`src/rtl/simon_input_conditioner_if.sv`:
```
// Raw pushbutton/switch inputs and conditioned outputs of the Simon Says input front end.
interface simon_input_conditioner_if;
   logic       key_submit_n;
   logic       key_start_round_n;
   logic [2:0] sw_guess;
   logic       sw_start;
   logic       sw_initialize;
   logic [1:0] sw_difficulty;
   logic       submit;
   logic       startRound;
   logic       submit_press;
   logic       submit_release;
   logic       start_round_press;
   logic [2:0] userGuess;
   logic       start;
   logic       initialize;
   logic [1:0] difficulty;

   modport master (
      output key_submit_n, key_start_round_n, sw_guess, sw_start, sw_initialize, sw_difficulty,
      input  submit, startRound, submit_press, submit_release, start_round_press,
             userGuess, start, initialize, difficulty
   );

   modport slave (
      input  key_submit_n, key_start_round_n, sw_guess, sw_start, sw_initialize, sw_difficulty,
      output submit, startRound, submit_press, submit_release, start_round_press,
             userGuess, start, initialize, difficulty
   );
endinterface

```
`src/rtl/simon_input_conditioner.sv`:
```
// Synchronises and debounces KEY0/KEY3, synchronises the slide switches and
// latches the colour guess on every debounced submit press.
module simon_input_conditioner #(
   parameter int DEBOUNCE_CYCLES = 1000000,
   parameter int CNT_W           = 20
) (
   input  logic                     clk,
   input  logic                     rst,
   simon_input_conditioner_if.slave bus
);

   typedef enum logic [1:0] {UP, CNT_DN, DOWN, CNT_UP} key_state_t;

   localparam int unsigned      NKEYS    = 2;
   localparam logic [CNT_W-1:0] CNT_LAST = CNT_W'(DEBOUNCE_CYCLES - 1);

   // Key index 0 is KEY0 (submit), index 1 is KEY3 (startRound).
   logic [NKEYS-1:0] key_s1, key_s2;
   // Switch bits: [2:0] guess, [3] start, [4] initialize, [6:5] difficulty.
   logic [6:0]       sw_s1, sw_s2;

   key_state_t       state_q [NKEYS];
   key_state_t       state_d [NKEYS];
   logic [CNT_W-1:0] cnt_q   [NKEYS];
   logic [CNT_W-1:0] cnt_d   [NKEYS];
   logic [NKEYS-1:0] level_q, level_d;
   logic [NKEYS-1:0] press_q, press_d;
   logic             release_q, release_d;
   logic [2:0]       guess_q;

   always_ff @(posedge clk or negedge rst) begin
      if (!rst) begin
         key_s1 <= '1;
         key_s2 <= '1;
         sw_s1  <= '0;
         sw_s2  <= '0;
      end else begin
         key_s1 <= {bus.key_start_round_n, bus.key_submit_n};
         key_s2 <= key_s1;
         sw_s1  <= {bus.sw_difficulty, bus.sw_initialize, bus.sw_start, bus.sw_guess};
         sw_s2  <= sw_s1;
      end
   end

   // A reversion of s2 while counting always wins over reaching the last count.
   always_comb begin
      release_d = 1'b0;
      for (int unsigned k = 0; k < NKEYS; k++) begin
         state_d[k] = state_q[k];
         cnt_d[k]   = cnt_q[k];
         level_d[k] = level_q[k];
         press_d[k] = 1'b0;
         unique case (state_q[k])
            UP: begin
               if (!key_s2[k]) begin
                  state_d[k] = CNT_DN;
                  cnt_d[k]   = '0;
               end
            end
            CNT_DN: begin
               if (key_s2[k]) begin
                  state_d[k] = UP;
               end else if (cnt_q[k] == CNT_LAST) begin
                  state_d[k] = DOWN;
                  level_d[k] = 1'b0;
                  press_d[k] = 1'b1;
               end else begin
                  cnt_d[k] = cnt_q[k] + 1'b1;
               end
            end
            DOWN: begin
               if (key_s2[k]) begin
                  state_d[k] = CNT_UP;
                  cnt_d[k]   = '0;
               end
            end
            CNT_UP: begin
               if (!key_s2[k]) begin
                  state_d[k] = DOWN;
               end else if (cnt_q[k] == CNT_LAST) begin
                  state_d[k] = UP;
                  level_d[k] = 1'b1;
                  if (k == 0) release_d = 1'b1;
               end else begin
                  cnt_d[k] = cnt_q[k] + 1'b1;
               end
            end
            default: state_d[k] = UP;
         endcase
      end
   end

   always_ff @(posedge clk or negedge rst) begin
      if (!rst) begin
         for (int unsigned k = 0; k < NKEYS; k++) begin
            state_q[k] <= UP;
            cnt_q[k]   <= '0;
         end
         level_q   <= '1;
         press_q   <= '0;
         release_q <= 1'b0;
         guess_q   <= '0;
      end else begin
         state_q   <= state_d;
         cnt_q     <= cnt_d;
         level_q   <= level_d;
         press_q   <= press_d;
         release_q <= release_d;
         if (press_d[0]) guess_q <= sw_s2[2:0];
      end
   end

   assign bus.submit            = level_q[0];
   assign bus.startRound        = level_q[1];
   assign bus.submit_press      = press_q[0];
   assign bus.submit_release    = release_q;
   assign bus.start_round_press = press_q[1];
   assign bus.userGuess         = guess_q;
   assign bus.start             = sw_s2[3];
   assign bus.initialize        = sw_s2[4];
   assign bus.difficulty        = sw_s2[6:5];

endmodule

```
`src/flat_wrapper.sv`:
```
// flat-port wrapper written by rule: the top's interface ports become plain ports
module simon_input_conditioner_flat 
#(
   parameter int DEBOUNCE_CYCLES = 1000000,
   parameter int CNT_W           = 20
)
  (clk, rst, bus_key_submit_n, bus_key_start_round_n, bus_sw_guess, bus_sw_start, bus_sw_initialize, bus_sw_difficulty, bus_submit, bus_startRound, bus_submit_press, bus_submit_release, bus_start_round_press, bus_userGuess, bus_start, bus_initialize, bus_difficulty);
  simon_input_conditioner_if bus_i ();
  input  logic clk;
  input  logic rst;
  input wire logic [$bits(bus_i.key_submit_n)-1:0] bus_key_submit_n;
  input wire logic [$bits(bus_i.key_start_round_n)-1:0] bus_key_start_round_n;
  input wire logic [$bits(bus_i.sw_guess)-1:0] bus_sw_guess;
  input wire logic [$bits(bus_i.sw_start)-1:0] bus_sw_start;
  input wire logic [$bits(bus_i.sw_initialize)-1:0] bus_sw_initialize;
  input wire logic [$bits(bus_i.sw_difficulty)-1:0] bus_sw_difficulty;
  output wire logic [$bits(bus_i.submit)-1:0] bus_submit;
  output wire logic [$bits(bus_i.startRound)-1:0] bus_startRound;
  output wire logic [$bits(bus_i.submit_press)-1:0] bus_submit_press;
  output wire logic [$bits(bus_i.submit_release)-1:0] bus_submit_release;
  output wire logic [$bits(bus_i.start_round_press)-1:0] bus_start_round_press;
  output wire logic [$bits(bus_i.userGuess)-1:0] bus_userGuess;
  output wire logic [$bits(bus_i.start)-1:0] bus_start;
  output wire logic [$bits(bus_i.initialize)-1:0] bus_initialize;
  output wire logic [$bits(bus_i.difficulty)-1:0] bus_difficulty;
  assign bus_i.key_submit_n = bus_key_submit_n;
  assign bus_i.key_start_round_n = bus_key_start_round_n;
  assign bus_i.sw_guess = bus_sw_guess;
  assign bus_i.sw_start = bus_sw_start;
  assign bus_i.sw_initialize = bus_sw_initialize;
  assign bus_i.sw_difficulty = bus_sw_difficulty;
  assign bus_submit = bus_i.submit;
  assign bus_startRound = bus_i.startRound;
  assign bus_submit_press = bus_i.submit_press;
  assign bus_submit_release = bus_i.submit_release;
  assign bus_start_round_press = bus_i.start_round_press;
  assign bus_userGuess = bus_i.userGuess;
  assign bus_start = bus_i.start;
  assign bus_initialize = bus_i.initialize;
  assign bus_difficulty = bus_i.difficulty;
  simon_input_conditioner #(.DEBOUNCE_CYCLES(DEBOUNCE_CYCLES), .CNT_W(CNT_W)) u_core (.clk(clk), .rst(rst), .bus(bus_i));
endmodule
```
`config.mk`:
```
export PLATFORM = sky130hd
export DESIGN_NAME = simon_input_conditioner_flat
export DESIGN_NICKNAME = d
export VERILOG_FILES = /design/src/rtl/simon_input_conditioner_if.sv /design/src/rtl/simon_input_conditioner.sv /design/src/flat_wrapper.sv
export SDC_FILE = /design/constraint.sdc
export NUM_CORES = 1
export LEC_CHECK = 0
export BUFFER_PORTS_ARGS = -buffer_cell sky130_fd_sc_hd__buf_2
export CAP_MARGIN = 10
export CELL_PAD_IN_SITES_DETAIL_PLACEMENT = 0
export CELL_PAD_IN_SITES_GLOBAL_PLACEMENT = 1
export CORE_ASPECT_RATIO = 0.7
export CORE_MARGIN = 1
export CORE_UTILIZATION = 35
export DETAILED_ROUTE_END_ITERATION = 8
export HOLD_SLACK_MARGIN = 0.1
export PLACE_DENSITY_LB_ADDON = 0.3
export SLEW_MARGIN = 20
export SYNTH_ARGS = -nofsm -noshare
export SYNTH_HDL_FRONTEND = slang
export SYNTH_SLANG_ARGS = --single-unit
```
`constraint.sdc`:
```
create_clock -name clk -period 2.1 [get_ports clk]
set_input_delay 0.315 -clock clk [delete_from_list [all_inputs] [get_ports clk]]
set_output_delay 0.315 -clock clk [all_outputs]
set_load 0.1 [all_outputs]
```
# == Yosys cells after proc, flatten, opt, wreduce, memory -nomap -nowiden ==
# Index checks and enable logic that the tools add are counted.
# totals
ff_bits,70
in_bits,11
output_inout_bits,12
wordCells,93
# op_classes
add_sub_neg,2
n_eq_ne,24
n_mux,44
reduce_logical,10
# op_table
operator,n
20-bit two-way mux,10
20-bit one-hot mux with 4 select lines,2
20-bit by 1-bit adder with 20-bit output (second input constant),2
20-bit == test (second input constant),2
2-bit two-way mux,12
1-bit two-way mux,16
2-bit by 1-bit inequality test with 1-bit output (second input constant),8
2-bit one-hot mux with 4 select lines,2
4-bit AND reduction,4
5-bit AND reduction,2
2-bit == test (second input constant),4
2-bit inequality test (second input constant),4
3-bit by 1-bit inequality test with 1-bit output (second input constant),2
3-bit inequality test (second input constant),2
2-bit by 1-bit == test with 1-bit output (second input constant),2
2-bit logical NOT,2
1-bit one-hot mux with 2 select lines,2
2-bit nonzero test,2

# == Longest topological paths before layout ==
# Gate-level depths: netlist of the first run.
# logic_depth
word_depth,4
depth_mapped,8
mapped_depth_nobuf,7

# == Worst setup path after synthesis of the first run ==
# Ideal clock, no wire load.
# synth_timing
kind,reg2reg
from,register u_core.cnt_q[32] in the netlist's numbering
to,"register u_core.guess_q[0], in the netlist u_core.bus.userGuess[0]"
setup_time_ps,125
arrival_ps,1925
required_time_ps,1975
path_slack_ps,50
stages_incl_launch_ff,7
path_buffers,1
period_less_slack_ps,2050
cell_sequence,dfrtp_1 -> nor4b_2 -> nand4_1 -> or2_1 -> buf_6 -> or4_4 -> mux2_4
# synth_between
elab_chain_len,4
# synth_rtl
element,line,source
start: declaration,simon_input_conditioner.sv:24,logic [CNT_W-1:0] cnt_q [NKEYS];
start signal: assignment,simon_input_conditioner.sv:105,cnt_q <= cnt_d;
20-bit == test,simon_input_conditioner.sv:63,end else if (cnt_q[k] == CNT_LAST) begin
1-bit two-way mux,simon_input_conditioner.sv:63,
1-bit two-way mux,simon_input_conditioner.sv:61,if (key_s2[k]) begin
1-bit two-way mux,simon_input_conditioner.sv:53,unique case (state_q[k])
end signal: assignment,simon_input_conditioner.sv:109,if (press_d[0]) guess_q <= sw_s2[2:0];
end: declaration,simon_input_conditioner.sv:29,logic [2:0] guess_q;
# Every way passes these cells.
# A chain may end at the register's enable or synchronous reset.

# == Worst setup path in the final report of the first run ==
# layout_timing
from,register u_core.cnt_q[33] in the netlist's numbering
to,"register u_core.guess_q[0], in the netlist u_core.bus.userGuess[0]"
# Same word-level chain as after synthesis.

==> flow_summary_export.csv, run 1 <==
group,metric,value,unit
finish,layout_common_cells,"dfrtp_1, nand2_1, nor2_1",
worst_setup_path,worst-setup-path-type,"flip-flop to flip-flop",
logic_synthesis,syn_nets,326,
finish,diodes,0,
clock_network,cts_tree,"done",
finish,drive_gt1_share,23.3,%
pwr,ir_worst_vdd,0.402,mV
global_route,grt-ovfl-total,0,
die,pin_count,23,
worst_setup_path,cp.arrival,2290,ps
detailed_routing,drt_iter0_markers,194,
die,die_x,117,µm
detailed_routing,wirelength,7.06,mm
worst_hold_path,whs_path_depth,0,
clock_network,cts_buffer_depth,2,
placed_design,dp_hpwl,4.76,mm
logic_synthesis,ys_top_cells_by_area,"dfrtp_1, dfstp_2, nand2_1",
die,die_area,0.00960,mm²
clock_network,cts-htree-levels,3,
worst_setup_path,crit_path_max_fanout,4,
logic_synthesis,async_flop_share,100,%
detailed_routing,vias_per_cell,5.04,
logic_synthesis,ys_seq_area_share,54.6,%
global_route,grt_max_degree,71,
detailed_routing,ant_nets,0,
die,rows,28,
worst_setup_path,rr_worst_depth,5,
detailed_routing,via_count,2488,
clock_network,cts_setup_buffers,0,
finish,area_delta_synth_final,26.2,%
timing,rsz0062_at_grt,"true",
timing,period_share,98.8,%
worst_setup_path,worstSetupStartpointType,"flip-flop",
logic_synthesis,syn_inst,313,
logic_synthesis,synth_cell_type_count,49,
logic_synthesis,ys_ff_latch,70,
timing,slew_viol_final,0,
die,core_area,0.00869,mm²
worst_setup_path,cp_data_required_time,2310,ps
pwr,power.density,797,mW/mm²
detailed_routing,wire_per_inst,14.3,µm
timing,setup_violations,0,
clock_network,clkLatencyLatePin,330,ps
logic_synthesis,avgSynthCellArea,10.3,µm²
finish,multi_input_area,0.00139,mm²
timing,slew_headroom,52.1,%
outcome,status,"complete, no violations",
clock_network,cts_sinks,70,
timing,tightest_slew,713,ps
placed_design,gp_congestion,0.786,
clock_network,cts_buffers,9,
global_route,antenna_found_initial,0,
logic_synthesis,synthFlopType,"dfrtp_1",
timing,fmax,482,MHz
finish,nNetsFinal,383,
worst_hold_path,hp-class,"flip-flop to flip-flop",
timing,setup_ws,25.3,ps
logic_synthesis,synth_top_cell_by_area,"dfrtp_1",
global_route,grt_pass1_wl,12.1,mm
worst_setup_path,r2r_setup_slack,30,ps
die,initial_core_util,37.1,%
detailed_routing,drcViolationCount,0,
logic_synthesis,ys_warn_count,0,
logic_synthesis,synth-edff-count,0,
clock_network,root_buffer,"clkbuf_16",
timing,finalHoldViolCount,0,
worst_setup_path,critPathCaptureType,"flip-flop",
detailed_routing,firstDrtPassIters,5,
job,cap_violations,0,
finish,fill_cells,853,
logic_synthesis,syn-cell-area,0.00322,mm²
pwr,leakage,1.84,nW
logic_synthesis,netlist.area_leader.share,49.7,%
clock_network,cts.reportedPaths.clkPinSlew,50,ps
global_route,gr-usage-all-layers,17.1,%
die,die_h,82.3,µm
timing,clock_skew,5.20,ps
finish,layout_commonest_cell,"dfrtp_1",
timing,fin_crit,2070,ps
global_route,grt_pass1_vias,2418,
placed_design,io_buffers,22,
placed_design,pre_cts_ws,20.5,ps
finish,final-seq-area,0.00176,mm²
pwr,power.total,3.24,mW
==> timing repair <==
item | CTS | global route
gates resized for setup | 0 | 4
endpoints found under the hold margin | 73 | 0
hold buffers | 10 | 0
endpoints found under the setup margin | 0 | 14
==> state kept, by name, indices dropped and copies added, names as in the netlist, named ones only <==
name / cells
u_core.bus.submit_release: 1
u_core.bus.userGuess: 3
u_core.cnt_q: 40
u_core.key_s1: 2
u_core.key_s2: 2
u_core.level_q: 2
u_core.press_q: 2
u_core.state_q: 2
u_core.sw_s1: 7
u_core.sw_s2: 7
==> per-stage QoR <==
step	util (%)	instances	hold WS, ps	TNS [ps]	cell area [µm²]
after floorplan	-	313	19.4	0	3220
after global placement	41.7	469	334	0	3620
after detailed placement	41.7	469	335	0	3620
after CTS	46.5	494	347	0	4040
after global routing	46.8	494	353	-81.4	4060
final	46.8	494	345	0	4060
==> power breakdown <==
| part | switching [mW] | leakage, nW | internal, mW |
|---|---|---|---|
| logic | 0.124 | 0.763 | 0.0682 |
| clock network | 0.539 | 0.161 | 1.09 |
| registers | 0.0262 | 0.914 | 1.39 |
| total | 0.689 | 1.84 | 2.55 |
==> kinds of logic after synthesis <==
group,share of synthesized area (%)
xor gates and xnor gates,4.08
AOI/OAI and AO/OA,10.7
muxes,3.89
DFF,54.6
and+or+nand+nor,23.2
adders and majority gates,0.777
buffers and inverters,2.72
==> Yosys cell counts, types with 5 or more instances <==
| library cell | instances |
|---|---|
| nor3_1 | 12 |
| nor4_1 | 5 |
| dfrtp_1 | 64 |
| nand3_1 | 18 |
| a21oi_1 | 9 |
| o21ai_0 | 19 |
| nand2_1 | 36 |
| clkbuf_1 | 6 |
| dfstp_2 | 6 |
| and3_1 | 8 |
| nor2_1 | 31 |
| xnor2_1 | 6 |
| inv_1 | 5 |
| mux2i_1 | 8 |
| xor2_1 | 9 |
| nand4_1 | 7 |
==> metal layers <==
metal	wire length [µm]	track usage, %
met1	3900	25.6
met2	2680	22.6
met3	374	5.18
met4	114	6.46
met5	0	0
==> worst max-delay path, cell delays in order (launching register included) <==
cell and delay, ps:
dfrtp_2 440, nor4b_4 300, nand4_1 160, or2_1 270, or4_4 480, mux2_4 320
==> path summary, 6_finish.rpt <==
path,from,end
max,u_core.cnt_q[33],u_core.bus.userGuess[0]
min,u_core.sw_s1[1],u_core.sw_s2[1]
max reg2reg,u_core.cnt_q[33],u_core.bus.userGuess[0]
min reg2reg,u_core.sw_s1[1],u_core.sw_s2[1]
max in group asynchronous,rst,u_core.key_s1[0]
min in group asynchronous,rst,u_core.cnt_q[31]
==> cell type report <==
class	count	share of cell area (%)
Multi-Input combinational cell	226	34.3
Clock buffer	11	6.22
Tap cell	120	3.69
Sequential cell	70	43.3
Clock inverter	4	1.72
Inverter	5	0.462
Timing Repair Buffer	58	10.3
No activity file was read; power rests on OpenSTA's default activity.
==> inputs of run 2 (changes only) <==
--- a/config.mk
+++ b/config.mk
@@ -15,6 +15,7 @@
 export DETAILED_ROUTE_END_ITERATION = 8
 export HOLD_SLACK_MARGIN = 0.1
 export PLACE_DENSITY_LB_ADDON = 0.3
+export SETUP_SLACK_MARGIN = 0.3
 export SLEW_MARGIN = 20
 export SYNTH_ARGS = -nofsm -noshare
 export SYNTH_HDL_FRONTEND = slang
==> run 2 against run 1 <==
  * Sequential power is essentially flat
  * Wire length rose by 16%
  * Clock skew increased by 0.62 ps
  * Register-to-register slack better by 60 ps
  * Flip-flop and latch count unchanged
  * Sequential share of layout area shrank 4.4 points
  * Design area is 12% higher
  * Largest cell class unchanged
==> flow_summary_export.csv, run 2 (synthesis gave the netlist of run 1 again) <==
group,metric,value,unit
timing,whs,349,ps
finish,nNetsFinal,408,
timing,fin_crit,2020,ps
worst_setup_path,crit_path_max_fanout,4,
placed_design,gp_congestion,0.801,
timing,finalHoldViolCount,0,
timing,clock_skew,5.82,ps
detailed_routing,vias_per_cell,5.19,
pwr,leakage,2.06,nW
timing,fmax,495,MHz
finish,diodes,0,
worst_setup_path,timing.rr.start,"u_core.cnt_q[31]",
timing,tightest_slew,636,ps
die,core_area,0.00869,mm²
pwr,power.total,3.16,mW
worst_hold_path,worstHoldStart,"u_core.sw_s1[1]",
finish,regMostFlops,"u_core.cnt_q",
timing,slew_headroom,57.3,%
placed_design,post_dp_cell_area,0.00363,mm²
finish,drive_gt1_share,38.8,%
timing,slew_viol_final,0,
worst_setup_path,cpPeakStageDelay,470,ps
detailed_routing,wire_per_inst,15.8,µm
worst_setup_path,cp.arrival,2230,ps
clock_network,cts_buffers,9,
clock_network,cts_sinks,70,
outcome,status,"complete, no violations",
worst_setup_path,cp_data_required_time,2310,ps
placed_design,dp_hpwl,4.88,mm
worst_setup_path,worst-setup-path-type,"flip-flop to flip-flop",
finish,finish.utilization,52.3,%
finish,area_delta_synth_final,41.2,%
clock_network,cts-htree-levels,3,
clock_network,root_buffer,"clkbuf_16",
detailed_routing,wirelength,8.20,mm
global_route,grt_max_degree,71,
placed_design,io_buffers,22,
detailed_routing,routed.top_layer,"met4",
worst_setup_path,critical_path_buf_inv_count,0,
clock_network,cts.reportedPaths.clkPinSlew,50,ps
die,rows,28,
job,cap_violations,0,
finish,layout_commonest_cell,"dfrtp_1",
detailed_routing,route.met2.wl,3.40,mm
pwr,ir_worst_vdd,0.445,mV
detailed_routing,drcViolationCount,0,
worst_setup_path,critPathCaptureType,"flip-flop",
detailed_routing,drt_iter0_markers,142,
die,initial_core_util,37.1,%
clock_network,cts_tree,"done",
worst_setup_path,path_delay_family,"simple AND/OR/NAND/NOR gates",
worst_setup_path,crit_chain,"nor4b_2 > nand4_1 > or2_1 > or4_4 > mux2_4",
detailed_routing,firstDrtPassIters,4,
finish,largestRegisters,"u_core.cnt_q x40, u_core.sw_s1 x7, u_core.sw_s2 x7",
die,die_area,0.00960,mm²
global_route,grt_pass1_wl,12.5,mm
detailed_routing,via_count,2701,
global_route,antenna_found_initial,0,
worst_hold_path,hp-class,"flip-flop to flip-flop",
finish,final_cell_area,0.00455,mm²
global_route,grt_pass1_vias,2443,
finish,fill_cells,786,
die,pin_count,23,
worst_setup_path,critPathLaunch,"u_core.cnt_q[31]",
global_route,grt-ovfl-total,0,
finish,largest_reg_flops,40,
worst_setup_path,critPathSlowestCell,"or4_4",
pwr,power.density,694,mW/mm²
detailed_routing,dr_wl_met3,365,µm
die,die_h,82.3,µm
worst_setup_path,worstSetupStartpointType,"flip-flop",
global_route,gr-usage-all-layers,17.8,%
detailed_routing,ant_nets,0,
die,die_x,117,µm
detailed_routing,drt-met1-wl,4.31,mm
clock_network,clkLatencyLatePin,330,ps
timing,rsz0062_at_grt,"true",
clock_network,cts_buffer_depth,2,
finish,layout_common_cells,"dfrtp_1, buf_4, nand2_1",
timing,setup_violations,0,
timing,period_share,96.1,%
## run 2: changes by cell type in the layout (fill, tap and decap cells not counted), moves of 4 or more
cell      before  now
buf_4         25   38
buf_6          0   11
o21ai_0       19   10
dfrtp_1       63   56
dfrtp_2        1    8
nor3_1        11    5
o21ai_1        0    5
clkbuf_1       0    4
nand2_1       36   32
nand2_2        0    4
o21ai_2        0    4
## run 2: power breakdown
part	total [mW]	internal, mW	switching, mW
clock	1.50	0.951	0.546
combinational	0.235	0.0938	0.142
sequential	1.42	1.39	0.0350
## run 2: final cells by class
type / instances / area [µm²] / share of cell area (%)
clock buffer: 14 / 254 / 5.58
sequential: 70 / 1770 / 38.9
multi-input combinational: 227 / 1680 / 36.9
inverter: 5 / 21.3 / 0.468
clock inverter: 2 / 35.0 / 0.770
timing repair buffer: 82 / 639 / 14.1
tap: 120 / 150 / 3.30
## run 2: path summary, 6_finish.rpt
kind                            cells after the start                      end  slack (ps)
worst max-delay path                                5  u_core.bus.userGuess[2]          80
worst min-delay path                                0          u_core.sw_s2[1]         350
worst max register to register                      5  u_core.bus.userGuess[2]          80
worst min register to register                      0          u_core.sw_s2[1]         350
max in group asynchronous                           3         u_core.key_s1[0]        1200
min in group asynchronous                           3          u_core.sw_s1[5]         530
## run 2: through the flow
step | setup TNS [ps] | instances | setup WS, ps
after global placement | 0 | 468 | 99.8
after CTS | 0 | 507 | 77.7
final | 0 | 520 | 81.3
after global routing | -66.2 | 520 | -33.6
after detailed placement | 0 | 468 | 82.4
after floorplan | 0 | 313 | 49.7
## run 2: per-layer routing
metal / up-vias / global-route usage (%)
li1: 1298 / -
met1: 1331 / 26.3
met2: 60 / 23.9
met3: 12 / 5.18
met4: 0 / 7.22
met5: - / 0
## run 2: what timing repair did
item,CTS,global route
hold buffers,10,0
cloned,1,0
buffers inserted,12,13
setup endpoints to repair,17,29
resized for setup,16,69
endpoints found under the hold margin,73,0
pin swaps,7,34
